### src/rtl/ctrl_pipe_unit.sv
// Pipelined control unit for the 5-stage LEGv8 core: ID-stage decode, branch
// resolution with EX flag forwarding, load-use stall, NZVC register, and the
// control bundle carried through ID/EX, EX/MEM and MEM/WB.
module ctrl_pipe_unit #(
    parameter int ALUOP_W    = 3,
    parameter int XFER_W     = 4,
    parameter int REG_W      = 5,
    parameter int BCOND_FULL = 1
) (
    input  logic               clk,
    input  logic               reset,
    input  logic               hold,
    input  logic               id_valid,
    input  logic [10:0]        id_opcode,
    input  logic [REG_W-1:0]   id_cond,
    input  logic [REG_W-1:0]   id_rd,
    input  logic [REG_W-1:0]   id_rn,
    input  logic [REG_W-1:0]   id_rm,
    input  logic               id_zero,
    input  logic               ex_n,
    input  logic               ex_z,
    input  logic               ex_v,
    input  logic               ex_c,
    output logic               reg2loc,
    output logic               imm_sel,
    output logic               br_taken,
    output logic               uncond_br,
    output logic               br_reg,
    output logic               stall,
    output logic               flush_if,
    output logic [ALUOP_W-1:0] ex_alu_op,
    output logic               ex_alu_src,
    output logic               ex_flagset,
    output logic [REG_W-1:0]   ex_rd,
    output logic               mem_read,
    output logic               mem_write,
    output logic [XFER_W-1:0]  mem_xfer,
    output logic [REG_W-1:0]   mem_rd,
    output logic               wb_reg_write,
    output logic               wb_mem_to_reg,
    output logic               wb_link,
    output logic [REG_W-1:0]   wb_rd,
    output logic [3:0]         flags_q
);

    localparam logic [ALUOP_W-1:0] ALU_ADD   = ALUOP_W'(3'b010);
    localparam logic [ALUOP_W-1:0] ALU_SUB   = ALUOP_W'(3'b011);
    localparam logic [XFER_W-1:0]  XFER_DW   = XFER_W'(4'b1000);
    localparam logic [REG_W-1:0]   LINK_REG  = REG_W'(30);
    localparam logic [REG_W-1:0]   ZERO_REG  = {REG_W{1'b1}};

    // ---------------- ID-stage decode ----------------
    logic               dec_reg_write, dec_alu_src, dec_imm_sel, dec_reg2loc;
    logic               dec_mem_read, dec_mem_write, dec_mem_to_reg, dec_flagset;
    logic               dec_uncond, dec_br_reg, dec_link, dec_cbz, dec_bcond;
    logic [ALUOP_W-1:0] dec_alu_op;
    logic [XFER_W-1:0]  dec_xfer;
    logic [REG_W-1:0]   dec_rd;
    logic               use_rn, use_rm, use_rd;

    always_comb begin
        dec_reg_write  = 1'b0;
        dec_alu_src    = 1'b0;
        dec_imm_sel    = 1'b0;
        dec_reg2loc    = 1'b0;
        dec_mem_read   = 1'b0;
        dec_mem_write  = 1'b0;
        dec_mem_to_reg = 1'b0;
        dec_flagset    = 1'b0;
        dec_uncond     = 1'b0;
        dec_br_reg     = 1'b0;
        dec_link       = 1'b0;
        dec_cbz        = 1'b0;
        dec_bcond      = 1'b0;
        dec_alu_op     = '0;
        dec_xfer       = '0;
        dec_rd         = '0;
        use_rn         = 1'b0;
        use_rm         = 1'b0;
        use_rd         = 1'b0;
        if (id_valid) begin
            casez (id_opcode)
                11'b10001011000, 11'b10101011000: begin
                    dec_reg_write = 1'b1;
                    dec_alu_op    = ALU_ADD;
                    dec_flagset   = id_opcode[8];
                    dec_rd        = id_rd;
                    use_rn        = 1'b1;
                    use_rm        = 1'b1;
                end
                11'b11001011000, 11'b11101011000: begin
                    dec_reg_write = 1'b1;
                    dec_alu_op    = ALU_SUB;
                    dec_flagset   = id_opcode[8];
                    dec_rd        = id_rd;
                    use_rn        = 1'b1;
                    use_rm        = 1'b1;
                end
                11'b1001000100?: begin
                    dec_reg_write = 1'b1;
                    dec_alu_src   = 1'b1;
                    dec_imm_sel   = 1'b1;
                    dec_reg2loc   = 1'b1;
                    dec_alu_op    = ALU_ADD;
                    dec_rd        = id_rd;
                    use_rn        = 1'b1;
                end
                11'b11111000010: begin
                    dec_reg_write  = 1'b1;
                    dec_alu_src    = 1'b1;
                    dec_mem_read   = 1'b1;
                    dec_mem_to_reg = 1'b1;
                    dec_alu_op     = ALU_ADD;
                    dec_xfer       = XFER_DW;
                    dec_rd         = id_rd;
                    use_rn         = 1'b1;
                end
                11'b11111000000: begin
                    dec_reg2loc   = 1'b1;
                    dec_alu_src   = 1'b1;
                    dec_mem_write = 1'b1;
                    dec_alu_op    = ALU_ADD;
                    dec_xfer      = XFER_DW;
                    dec_rd        = id_rd;
                    use_rn        = 1'b1;
                    use_rd        = 1'b1;
                end
                11'b000101?????: begin
                    dec_uncond = 1'b1;
                    dec_rd     = id_rd;
                end
                11'b100101?????: begin
                    dec_uncond    = 1'b1;
                    dec_reg_write = 1'b1;
                    dec_link      = 1'b1;
                    dec_rd        = LINK_REG;
                end
                11'b11010110000: begin
                    dec_reg2loc = 1'b1;
                    dec_br_reg  = 1'b1;
                    dec_rd      = id_rd;
                    use_rn      = 1'b1;
                end
                11'b10110100???: begin
                    dec_reg2loc = 1'b1;
                    dec_cbz     = 1'b1;
                    dec_rd      = id_rd;
                    use_rn      = 1'b1;
                    use_rd      = 1'b1;
                end
                11'b01010100???: begin
                    dec_bcond = 1'b1;
                    dec_rd    = id_rd;
                end
                default: ;
            endcase
        end
    end

    // ---------------- condition evaluation ----------------
    function automatic logic cond_fn(input logic [3:0] code, input logic [3:0] f);
        logic n, z, v, c;
        {n, z, v, c} = f;
        case (code)
            4'b0000: cond_fn = z;
            4'b0001: cond_fn = !z;
            4'b0010: cond_fn = c;
            4'b0011: cond_fn = !c;
            4'b0100: cond_fn = n;
            4'b0101: cond_fn = !n;
            4'b0110: cond_fn = v;
            4'b0111: cond_fn = !v;
            4'b1000: cond_fn = c & !z;
            4'b1001: cond_fn = !(c & !z);
            4'b1010: cond_fn = (n == v);
            4'b1011: cond_fn = (n != v);
            4'b1100: cond_fn = !z & (n == v);
            4'b1101: cond_fn = !(!z & (n == v));
            default: cond_fn = 1'b1;
        endcase
    endfunction

    logic               id_ex_flagset_reg;
    logic [3:0]         flags_reg;
    logic [3:0]         flags_eff;
    logic [15:0]        cond_vec;

    // A flag-setting instruction still in EX has not reached the register yet.
    assign flags_eff = id_ex_flagset_reg ? {ex_n, ex_z, ex_v, ex_c} : flags_reg;

    genvar gi;
    generate
        for (gi = 0; gi < 16; gi++) begin : g_cond
            if (BCOND_FULL != 0 || gi == 11) begin : g_on
                assign cond_vec[gi] = cond_fn(4'(gi), flags_eff);
            end else begin : g_off
                assign cond_vec[gi] = 1'b0;
            end
        end
    endgenerate

    // ---------------- load-use hazard ----------------
    logic                id_ex_mem_read_reg;
    logic [REG_W-1:0]    id_ex_rd_reg;
    logic [REG_W-1:0]    src_idx [3];
    logic [2:0]          src_use;
    logic [2:0]          src_hit;

    assign src_idx[0] = id_rn;
    assign src_idx[1] = id_rm;
    assign src_idx[2] = id_rd;
    assign src_use    = {use_rd, use_rm, use_rn};

    generate
        for (gi = 0; gi < 3; gi++) begin : g_src
            assign src_hit[gi] = src_use[gi] & (src_idx[gi] == id_ex_rd_reg);
        end
    endgenerate

    assign stall = id_ex_mem_read_reg & (id_ex_rd_reg != ZERO_REG) & (|src_hit);

    logic dec_taken;
    assign dec_taken = dec_uncond | dec_br_reg | (dec_cbz & id_zero)
                     | (dec_bcond & cond_vec[id_cond[3:0]]);

    assign reg2loc   = dec_reg2loc;
    assign imm_sel   = dec_imm_sel;
    assign uncond_br = dec_uncond;
    assign br_reg    = dec_br_reg;
    assign br_taken  = dec_taken & ~stall;
    assign flush_if  = br_taken & ~stall & ~hold;

    logic unused_cond_hi;
    assign unused_cond_hi = ^id_cond[REG_W-1:4];

    // ---------------- pipeline registers ----------------
    logic [ALUOP_W-1:0] id_ex_alu_op_reg, id_ex_alu_op_next;
    logic               id_ex_alu_src_reg, id_ex_alu_src_next;
    logic               id_ex_flagset_next;
    logic               id_ex_mem_read_next;
    logic               id_ex_mem_write_reg, id_ex_mem_write_next;
    logic [XFER_W-1:0]  id_ex_xfer_reg, id_ex_xfer_next;
    logic               id_ex_reg_write_reg, id_ex_reg_write_next;
    logic               id_ex_mem_to_reg_reg, id_ex_mem_to_reg_next;
    logic               id_ex_link_reg, id_ex_link_next;
    logic [REG_W-1:0]   id_ex_rd_next;

    logic               ex_mem_mem_read_reg, ex_mem_mem_write_reg;
    logic [XFER_W-1:0]  ex_mem_xfer_reg;
    logic               ex_mem_reg_write_reg, ex_mem_mem_to_reg_reg, ex_mem_link_reg;
    logic [REG_W-1:0]   ex_mem_rd_reg;

    logic               mem_wb_reg_write_reg, mem_wb_mem_to_reg_reg, mem_wb_link_reg;
    logic [REG_W-1:0]   mem_wb_rd_reg;

    // A stalled instruction stays in ID; EX receives an all-zero bubble.
    always_comb begin
        id_ex_alu_op_next     = stall ? '0   : dec_alu_op;
        id_ex_alu_src_next    = stall ? 1'b0 : dec_alu_src;
        id_ex_flagset_next    = stall ? 1'b0 : dec_flagset;
        id_ex_mem_read_next   = stall ? 1'b0 : dec_mem_read;
        id_ex_mem_write_next  = stall ? 1'b0 : dec_mem_write;
        id_ex_xfer_next       = stall ? '0   : dec_xfer;
        id_ex_reg_write_next  = stall ? 1'b0 : dec_reg_write;
        id_ex_mem_to_reg_next = stall ? 1'b0 : dec_mem_to_reg;
        id_ex_link_next       = stall ? 1'b0 : dec_link;
        id_ex_rd_next         = stall ? '0   : dec_rd;
    end

    always_ff @(posedge clk) begin
        if (reset) begin
            id_ex_alu_op_reg      <= '0;
            id_ex_alu_src_reg     <= 1'b0;
            id_ex_flagset_reg     <= 1'b0;
            id_ex_mem_read_reg    <= 1'b0;
            id_ex_mem_write_reg   <= 1'b0;
            id_ex_xfer_reg        <= '0;
            id_ex_reg_write_reg   <= 1'b0;
            id_ex_mem_to_reg_reg  <= 1'b0;
            id_ex_link_reg        <= 1'b0;
            id_ex_rd_reg          <= '0;
            ex_mem_mem_read_reg   <= 1'b0;
            ex_mem_mem_write_reg  <= 1'b0;
            ex_mem_xfer_reg       <= '0;
            ex_mem_reg_write_reg  <= 1'b0;
            ex_mem_mem_to_reg_reg <= 1'b0;
            ex_mem_link_reg       <= 1'b0;
            ex_mem_rd_reg         <= '0;
            mem_wb_reg_write_reg  <= 1'b0;
            mem_wb_mem_to_reg_reg <= 1'b0;
            mem_wb_link_reg       <= 1'b0;
            mem_wb_rd_reg         <= '0;
            flags_reg             <= 4'b0000;
        end else if (!hold) begin
            id_ex_alu_op_reg      <= id_ex_alu_op_next;
            id_ex_alu_src_reg     <= id_ex_alu_src_next;
            id_ex_flagset_reg     <= id_ex_flagset_next;
            id_ex_mem_read_reg    <= id_ex_mem_read_next;
            id_ex_mem_write_reg   <= id_ex_mem_write_next;
            id_ex_xfer_reg        <= id_ex_xfer_next;
            id_ex_reg_write_reg   <= id_ex_reg_write_next;
            id_ex_mem_to_reg_reg  <= id_ex_mem_to_reg_next;
            id_ex_link_reg        <= id_ex_link_next;
            id_ex_rd_reg          <= id_ex_rd_next;
            ex_mem_mem_read_reg   <= id_ex_mem_read_reg;
            ex_mem_mem_write_reg  <= id_ex_mem_write_reg;
            ex_mem_xfer_reg       <= id_ex_xfer_reg;
            ex_mem_reg_write_reg  <= id_ex_reg_write_reg;
            ex_mem_mem_to_reg_reg <= id_ex_mem_to_reg_reg;
            ex_mem_link_reg       <= id_ex_link_reg;
            ex_mem_rd_reg         <= id_ex_rd_reg;
            mem_wb_reg_write_reg  <= ex_mem_reg_write_reg;
            mem_wb_mem_to_reg_reg <= ex_mem_mem_to_reg_reg;
            mem_wb_link_reg       <= ex_mem_link_reg;
            mem_wb_rd_reg         <= ex_mem_rd_reg;
            if (id_ex_flagset_reg) begin
                flags_reg <= {ex_n, ex_z, ex_v, ex_c};
            end
        end
    end

    assign ex_alu_op     = id_ex_alu_op_reg;
    assign ex_alu_src    = id_ex_alu_src_reg;
    assign ex_flagset    = id_ex_flagset_reg;
    assign ex_rd         = id_ex_rd_reg;
    assign mem_read      = ex_mem_mem_read_reg;
    assign mem_write     = ex_mem_mem_write_reg;
    assign mem_xfer      = ex_mem_xfer_reg;
    assign mem_rd        = ex_mem_rd_reg;
    assign wb_reg_write  = mem_wb_reg_write_reg;
    assign wb_mem_to_reg = mem_wb_mem_to_reg_reg;
    assign wb_link       = mem_wb_link_reg;
    assign wb_rd         = mem_wb_rd_reg;
    assign flags_q       = flags_reg;

endmodule

### config.mk
export PLATFORM = sky130hd
export DESIGN_NAME = ctrl_pipe_unit
export DESIGN_NICKNAME = d
export VERILOG_FILES = /design/src/rtl/ctrl_pipe_unit.sv
export SDC_FILE = /design/constraint.sdc
export NUM_CORES = 1
export LEC_CHECK = 0
export CORE_MARGIN = 2
export CORE_UTILIZATION = 44
export CTS_CLUSTER_DIAMETER = 80
export CTS_CLUSTER_SIZE = 30
export DETAILED_ROUTE_END_ITERATION = 12
export PLACE_DENSITY = 0.8
export SETUP_SLACK_MARGIN = 0.3
export SLEW_MARGIN = 20
export SYNTH_ARGS = -nofsm -noshare
export SYNTH_HDL_FRONTEND = slang
export SYNTH_SLANG_ARGS = --single-unit
### constraint.sdc
create_clock -name clk -period 3.2 [get_ports clk]
set_input_delay 0.64 -clock clk [delete_from_list [all_inputs] [get_ports clk]]
set_output_delay 0.64 -clock clk [all_outputs]
set_load 0.01 [all_outputs]
==> results.json, run 1 <==
{
  "grt_pass1_vias": 2117,
  "maxCapViolCount": 0,
  "rsz0062_at_grt": "yes",
  "top_level_ports": 80,
  "path_buf_inv": 2,
  "p_int_mw": 0.678,
  "switching_share_pct": 26.3,
  "final_layout_size_suffix_gt1_share_pct": 30.6,
  "path_max_fanout": 2,
  "startpoint": "id_opcode[3]",
  "dpl.cell_count": 383,
  "register_area_sq_um": 721,
  "fin_nets": 392,
  "fill_cells": 347,
  "crit_slowest_cell": "or4b_4",
  "synth_area_per_cell_sq_um": 8.77,
  "critPathTopFamily": "simple AND/OR/NAND/NOR gates",
  "run_status": "complete, no violations",
  "power-per-cell-area_mw_per_mm2": 274,
  "arrival_ps": 2370,
  "fmax_mhz": 333,
  "multi_input_area_sq_mm": 0.00139,
  "ys_seq_area_share_pct": 34.4,
  "cts_sinks": 36,
  "start_util_pct": 45.0,
  "min_period_ps": 3010,
  "drt_iter0_markers": 155,
  "dr.pass1.iters": 4,
  "num_rows": 25,
  "track_usage_pct": 22.8,
  "dp_hpwl_um": 4080,
  "clockBufferDepth": 2,
  "ys_warn_count": 0,
  "grt_max_degree": 27,
  "clkPwrFrac_pct": 35.4,
  "htreeDepth": 2,
  "r2r-start": "ex_rd[3]",
  "core_sq_mm": 0.00466,
  "path_cells": "buf_6, or4b_4, or3b_4, a22o_1, o31ai_2, a41oi_2, nor3b_2, buf_2",
  "insertion_delay_ps": 300,
  "critical_path_class": "primary input to primary output",
  "netlist_area_sq_mm": 0.00210,
  "die_area_sq_mm": 0.00533,
  "hold_viol": 0,
  "viasPerCell": 5.34,
  "vdd_drop_max_uv": 185,
  "cp_data_required_time_ps": 2560,
  "grt_first_pass_wirelength_um": 9640,
  "place_area_sq_mm": 0.00302,
  "chipWidth_um": 73.0,
  "worstSetupEndpointType": "primary output",
  "leakagePower_nw": 1.47,
  "root_buffer": "clkbuf_8",
  "grt_overflow": 0,
  "p_comb_share_pct": 15.9,
  "setup_tns_ps": 0,
  "portBuffers": 74,
  "die_height_um": 73.0,
  "slowest_delay_ps": 530,
  "cts_made_buffers": 5,
  "antenna_found_initial": 0,
  "yosys_register_bits": 36,
  "synth_cell_type_count": 56,
  "stdcell_count": 407,
  "stdcell_area_sq_mm": 0.00336,
  "p_switching_mw": 0.242,
  "drcViolationCount": 0,
  "seqPwrFrac_pct": 48.7,
  "finalMaxSlewViolations": 0,
  "num_vias": 2172,
  "final_common_cell": "buf_4",
  "netlist_instances": 239,
  "startpoint_type": "primary input",
  "p_total_mw": 0.921,
  "finalSetupViolations": 0,
  "ant_nets": 0,
  "postCtsHoldBufs": 0,
  "wl_um": 6220,
  "final_cell_mix": "buf_4, clkdlybuf4s50_1, dfxtp_1",
  "period_share_pct": 94.0,
  "diodes": 0,
  "cts_tree": "done",
  "cts.clk_slew.worst_paths_ps": 70,
  "gp_congestion": 0.851,
  "fin_skew_ps": 9.53,
  "worst_hold_startpoint": "ex_alu_op[0]",
  "wl_per_cell_um": 15.3,
  "hp-class": "flip-flop to flip-flop",
  "areaGrowthSynthToFinish_pct": 60.4
}
metal layers:
layer	up-vias	global-route usage, %	wire length, um
met5	-	0	0
met4	0	6.38	135
met3	16	4.70	280
met2	66	38.5	3140
met1	1030	29.4	2670
li1	1060	-	-
cell families (layout without fill, tap and decap cells):
family | count (synthesis) | count (layout) | share of synthesized area (%)
simple gates | 97 | 97 | 23.9
flops | 36 | 36 | 34.4
mux | 27 | 27 | 13.6
xor+xnor | 19 | 19 | 7.94
compound gates | 38 | 39 | 13.0
other cells | 1 | 4 | 0.179
buf+inv | 21 | 131 | 6.99
metrics by stage:
step / hold WS, ps / utilization (%) / setup WS [ps]
floorplan: 424 / - / 376
global placement: 436 / 64.8 / -561
detailed placement: 447 / 64.8 / -618
CTS: 464 / 69.8 / 181
global route: 495 / 72.1 / 124
finish: 464 / 72.1 / 193
worst paths after layout:
| path | slack (ps) | depth (start not counted) | end |
|---|---|---|---|
| max | 190 | 8 | br_taken |
| min | 460 | 2 | ex_alu_op[0] |
| max reg2reg | 380 | 14 | id_ex_mem_write_reg |
| min reg2reg | 460 | 2 | ex_alu_op[0] |
synth_stat cells (all sizes together):
master | count | share of area [%]
and4bb | 1 | 0.60
inv | 1 | 0.18
nand2 | 23 | 4.1
a221o | 1 | 0.48
o31ai | 3 | 1.1
nor4b | 2 | 0.84
a41oi | 1 | 0.42
and4 | 1 | 0.42
buf | 11 | 4.4
dlygate4sd3 | 1 | 0.48
and3 | 1 | 0.36
mux4 | 1 | 1.1
nand3 | 7 | 1.7
mux2i | 25 | 12
dfxtp | 36 | 34
a22o | 1 | 0.42
clkbuf | 8 | 1.9
and2 | 3 | 0.96
a211o | 1 | 0.84
mux2 | 1 | 0.54
o21ai | 13 | 4.5
nand3b | 2 | 0.72
or4 | 1 | 0.42
a21oi | 13 | 3.3
xnor2 | 9 | 3.8
conb | 1 | 0.18
nor2b | 2 | 0.60
nor2 | 35 | 6.4
nor4bb | 1 | 0.48
a31oi | 1 | 0.30
nand4 | 2 | 0.60
or4b | 2 | 0.96
o211ai | 1 | 0.36
nor4 | 1 | 0.30
or2b | 1 | 0.42
or3b | 2 | 0.84
o31a | 1 | 0.42
and2b | 1 | 0.42
xor2 | 10 | 4.2
nor3 | 7 | 1.9
o22ai | 2 | 0.90
nor3b | 2 | 0.96
what timing repair did:
item	CTS	global route
setup endpoints to repair	7	18
cloned	1	0
resized for setup	67	27
pin swaps	14	17
setup buffers	12	3
power groups by stage:
stage	combinational, mW	clock, mW	sequential [mW]
final	0.146	0.326	0.449
after global routing	0.157	0.350	0.449
after CTS	0.141	0.328	0.449
after detailed placement	0.137	0	0.459
after global placement	0.137	0	0.459
after floorplan	0.0620	0	0.459
worst min-delay path, cell delays in order (launching register included):
cell	delay [ps]
dfxtp_1	320
nand2_1	60
o21ai_2	50
area by class of cell:
cell class | instances | area share (%)
Sequential cell | 36 | 21.4
Timing Repair Buffer | 122 | 32.6
Multi-Input combinational cell | 186 | 41.2
Clock buffer | 5 | 2.05
Clock inverter | 3 | 0.558
Tap cell | 54 | 2.01
Inverter | 1 | 0.112
(Power assumes the default switching activity.)
==> run 2, diff against run 1 <==
--- a/config.mk
+++ b/config.mk
@@ -12,7 +12,6 @@
 export DETAILED_ROUTE_END_ITERATION = 12
 export PLACE_DENSITY = 0.8
 export SETUP_SLACK_MARGIN = 0.3
-export SLEW_MARGIN = 20
 export SYNTH_ARGS = -nofsm -noshare
 export SYNTH_HDL_FRONTEND = slang
 export SYNTH_SLANG_ARGS = --single-unit
==> results of run 2 <==
The final DEF is identical to that of run 1; final timing and power are the same.
==> run 3, diff against run 2 <==
--- a/config.mk
+++ b/config.mk
@@ -8,8 +8,9 @@
 export CORE_MARGIN = 2
 export CORE_UTILIZATION = 44
 export CTS_CLUSTER_DIAMETER = 80
-export CTS_CLUSTER_SIZE = 30
+export CTS_CLUSTER_SIZE = 14
 export DETAILED_ROUTE_END_ITERATION = 12
+export GPL_TIMING_DRIVEN = 0
 export PLACE_DENSITY = 0.8
 export SETUP_SLACK_MARGIN = 0.3
 export SYNTH_ARGS = -nofsm -noshare
==> run 3 against run 2 <==
Utilization decreased by 3.2 points. Clock power increased by 24%. Non-clock buffer count decreased by 17. Combinational power decreased by 7%. Highest routed layer unchanged. Register-to-register slack improved by 80 ps. Final cell count decreased by 4.4%. Maximum frequency decreased by 0.92%. Sequential power about the same. Clock skew decreased by 7.0 ps. Power increased by 7.3%. Worst hold slack got worse by 12 ps.
==> results.json, run 3 (synthesis results as in run 1) <==
{
  "top_level_ports": 80,
  "wl_per_cell_um": 15.0,
  "arrival_ps": 2390,
  "areaGrowthSynthToFinish_pct": 53.3,
  "grt_pass1_vias": 1953,
  "worst_hold_startpoint": "id_ex_xfer_reg[3]",
  "power-per-cell-area_mw_per_mm2": 307,
  "start_util_pct": 45.0,
  "reg2reg_to": "ex_rd[2]",
  "clockBufferDepth": 2,
  "htreeDepth": 2,
  "num_vias": 2079,
  "insertion_delay_ps": 290,
  "pre_cts_slack_ps": -720,
  "core_sq_mm": 0.00466,
  "final_layout_size_suffix_gt1_share_pct": 24.8,
  "dp_hpwl_um": 3920,
  "relSlewSlack_pct": 3.23,
  "critical_path_class": "primary input to primary output",
  "rrSetupSlack_ps": 460,
  "ant_nets": 0,
  "grt_first_pass_wirelength_um": 9150,
  "r2r-start": "ex_rd[1]",
  "reg2reg_depth": 15,
  "final_common_cell": "clkdlybuf4s50_1",
  "maxCapViolCount": 0,
  "die_area_sq_mm": 0.00533,
  "diodes": 0,
  "die_height_um": 73.0,
  "final_cell_mix": "clkdlybuf4s50_1, dfxtp_1, nor2_1",
  "antenna_found_initial": 0,
  "fin_nets": 374,
  "postCtsHoldBufs": 0,
  "dpl.cell_count": 366,
  "chipWidth_um": 73.0,
  "cts.clk_slew.worst_paths_ps": 70,
  "tightest_slew_ps": 1430,
  "leakagePower_nw": 1.34,
  "portBuffers": 70,
  "cts_sinks": 36,
  "drcViolationCount": 0,
  "cp_data_required_time_ps": 2560,
  "fin_skew_ps": 2.49,
  "drt_iter0_markers": 139,
  "min_to": "id_ex_xfer_reg[3]",
  "vdd_drop_max_uv": 216,
  "run_status": "complete, no violations",
  "finalMaxSlewViolations": 0,
  "min_path_cells": 2,
  "worstSetupEndpointType": "primary output",
  "hp-class": "flip-flop to flip-flop",
  "worst_slack_ps": 166,
  "num_rows": 25,
  "grt_max_degree": 13,
  "grt_overflow": 0,
  "fmax_mhz": 330,
  "cts_made_buffers": 5,
  "rsz0062_at_grt": "yes",
  "min_period_ps": 3030,
  "period_share_pct": 94.8,
  "root_buffer": "clkbuf_8",
  "stdcell_count": 389,
  "dr.pass1.iters": 4,
  "hold_viol": 0,
  "path_max_fanout": 2,
  "track_usage_pct": 22.0,
  "viasPerCell": 5.34,
  "gp_congestion": 0.788,
  "finalSetupViolations": 0,
  "cts_tree": "done",
  "wl_um": 5830,
  "startpoint_type": "primary input"
}
[run 3: cell type report]
class	instances	area [sq um]
Inverter	1	3.75
Buffer	20	145
Tap cell	54	67.6
Fill cell	350	1450
Sequential cell	36	721
Clock buffer	5	68.8
Clock inverter	3	42.5
Timing Repair Buffer	85	826
Multi-Input combinational cell	185	1340
[run 3: metrics by stage]
stage                     total power, mW  hold slack, ps  TNS (ps)  util [%]  instance area [sq um]
after floorplan                     0.521             424         0         -                   2110
after global placement              0.586             436     -2610      61.7                   2880
after detailed placement            0.587             442     -2590      61.7                   2880
after CTS                           0.982             452         0      67.3                   3140
after global routing                 1.01             472         0      68.9                   3210
final                               0.988             452         0      68.9                   3210
[run 3: critical path, cell delays in order]
cell     delay, ps
buf_8          100
or4b_4         530
or3b_4         390
a22o_1         260
o31ai_2         70
a41oi_2         80
nor3b_2        180
buf_2          150
[run 3: where the power goes]
part / switching, mW / total [mW] / internal [mW]
combinational: 0.0648 / 0.136 / 0.0708
sequential: 0.000301 / 0.448 / 0.448
clock: 0.173 / 0.404 / 0.231
[run 3: worst max path at each step]
stage | from | cells past startpoint | slack (ps) | end
finish | id_opcode[1] | 8 | 170 | br_taken
global route | id_opcode[1] | 8 | 100 | br_taken
detailed placement | id_opcode[1] | 8 | -720 | br_taken
CTS | id_opcode[1] | 8 | 130 | br_taken
floorplan | id_opcode[9] | 7 | 380 | br_taken
global placement | id_opcode[1] | 8 | -710 | br_taken
[run 3: routing by layer]
metal | up-vias | GRT usage, % | wire length [um]
li1 | 1014 | - | -
met1 | 992 | 27.6 | 2510
met2 | 60 | 37.1 | 2890
met3 | 13 | 3.87 | 294
met4 | 0 | 9.05 | 137
met5 | - | 0 | 0
[run 3: what timing repair did]
item / 4_1_cts / 5_1_grt
pin swaps: 13 / 15
gates resized for setup: 61 / 24
gates cloned: 0 / 1
endpoints found under the setup margin: 7 / 17
buffers inserted: 13 / 1
==> variant: new RTL, flow settings as in run 2 <==
`XFER_W`: 4 -> 3.
--- a/src/rtl/ctrl_pipe_unit.sv
+++ b/src/rtl/ctrl_pipe_unit.sv
@@ -3,7 +3,7 @@
 // control bundle carried through ID/EX, EX/MEM and MEM/WB.
 module ctrl_pipe_unit #(
     parameter int ALUOP_W    = 3,
-    parameter int XFER_W     = 4,
+    parameter int XFER_W     = 3,
     parameter int REG_W      = 5,
     parameter int BCOND_FULL = 1
 ) (
Ports: changed (resized mem_xfer); port bits go from 80 to 79. No check against the original RTL was run, so the function may have changed too.
==> variant against run 2 <==
Area after synthesis rose by 2.3%. Maximum frequency rose by 3.4%. Register-to-register slack improved by 0.99 ns. Cell area fell by 1.2%. Sequential cell count fell by 2. Critical endpoint is now flush_if. Total power rose by 2.7%. Routed wire length fell by 0.64%. Worst setup slack improved by 0.099 ns.
==> variant: results (changes against run 2) <==
- Placed inst area: 3142 µm² (was 3020 µm²)
- RD Place Congestion: 0.8457 (was 0.8511)
- Max IR drop VDD: 0.0002004 V (was 0.0001847 V)
- Post-synth top cells: dfxtp_1, nor2_1, mux2i_1 (unchanged)
- Vias/cell: 5.328 (was 5.337)
- Status: completed (unchanged)
- Clock skew: 0.005967 ns (was 0.009530 ns)
- Seq/Total Area, Yosys: 31.76% (was 34.39%)
- Max incr delay on CP: 0.56 ns (was 0.53 ns)
- Vias: 2211 (was 2172)
- Fill cells: 384 (was 347)
- DP Cell Count: 401 (was 383)
- Crit-path max FO: 4 (was 2)
- Synth Instances: 240 (was 239)
- DPL Wire Length: 4487 µm (was 4077 µm)
- Synth top area cells: dfxtp_1, mux2i_1, nor2_1 (unchanged)
- Layout cell share with drive strength beyond 1: 29.60% (was 30.59%)
- Slowest CP cell: or4b_4 (unchanged)
- Vias in the first global route: 2065 (was 2117)
- WL/cell: 14.89 µm (was 15.29 µm)
- Global Route Usage Sum: 23.21% (was 22.84%)
- Largest net degree at the start of global routing: 34 (was 27)
- First-pass GRT wire length: 9818 µm (was 9639 µm)
- Critical Path AT: 2.27 ns (was 2.37 ns)
- PortBufs: 73 (was 74)
- Leak: 1.345 nW (was 1.475 nW)
[variant: changes by cell type in the layout (fill, tap and decap cells not counted), moves of 4 or more]
cell	change
dlymetal6s2s_1	-14
clkdlybuf4s50_1	+13
a21oi_1	-8
dlygate4sd2_1	-8
and3_1	+6
nand2_1	-5
a211oi_2	+4
mux2i_1	-4
o21ai_2	-4
[variant: path summary, 6_finish.rpt]
| path | startpoint | to | slack, ns | cells past startpoint |
|---|---|---|---|---|
| worst max-delay path | id_opcode[4] | flush_if | 0.29 | 9 |
| worst min-delay path | ex_alu_src | ex_alu_src | 0.46 | 2 |
| worst max register to register | ex_rd[4] | id_ex_mem_to_reg_reg | 1.37 | 8 |
| worst min register to register | ex_alu_src | ex_alu_src | 0.46 | 2 |
[variant: layout make-up]
type | count | area [µm²] | area share [%]
Clock buffer | 8 | 110.1 | 3.317
Tap cell | 67 | 83.83 | 2.525
Timing Repair Buffer | 120 | 1039 | 31.29
Multi-Input combinational cell | 186 | 1406 | 42.37
Sequential cell | 34 | 680.7 | 20.51
[variant: power by group]
| group | switching [mW] | internal [mW] |
|---|---|---|
| combinational | 0.0702 | 0.0820 |
| clock | 0.152 | 0.217 |
| sequential | 0.000869 | 0.424 |
[variant: through the flow]
stage	worst slack, ns	util [%]	hold slack, ns
after detailed placement	-0.4981	66.52	0.4448
after floorplan	0.4674	-	0.4288
after global placement	-0.4194	66.52	0.4394
final	0.2920	70.28	0.4648
after global routing	0.2243	70.28	0.4890
after CTS	0.3018	70.15	0.4682
[variant: metal layers]
metal	global-route usage, %	vias to the layer above	wire length [µm]
li1	-	1069	-
met1	28.33	1044	2596
met2	40.67	85	3113
met3	3.704	13	350
met4	8.687	0	121
met5	0	-	0
[variant: logic make-up after synthesis]
family / count (synthesis) / synth area share (%)
AO/OA/AOI/OAI: 37 / 16.17
XOR/XNOR: 18 / 7.355
buffers and inverters: 23 / 6.305
flip-flops: 34 / 31.76
multiplexers: 25 / 12.03
other: 1 / 0.1750
AND/OR/NAND/NOR: 102 / 26.21
[variant: worst max-delay path, delay by kind of cell]
kind / cells / cell delay [ns]
and+or+nand+nor: 5 / 1.04
AOI/OAI and AO/OA: 1 / 0.25
buffers and inverters: 3 / 0.35
[variant: timing repair]
item | CTS | global route
endpoints found under the setup margin | 7 | 5
pin swaps | 15 | 12
hold endpoints to repair | 0 | 0
buffers inserted | 6 | 0
gates resized for setup | 72 | 15
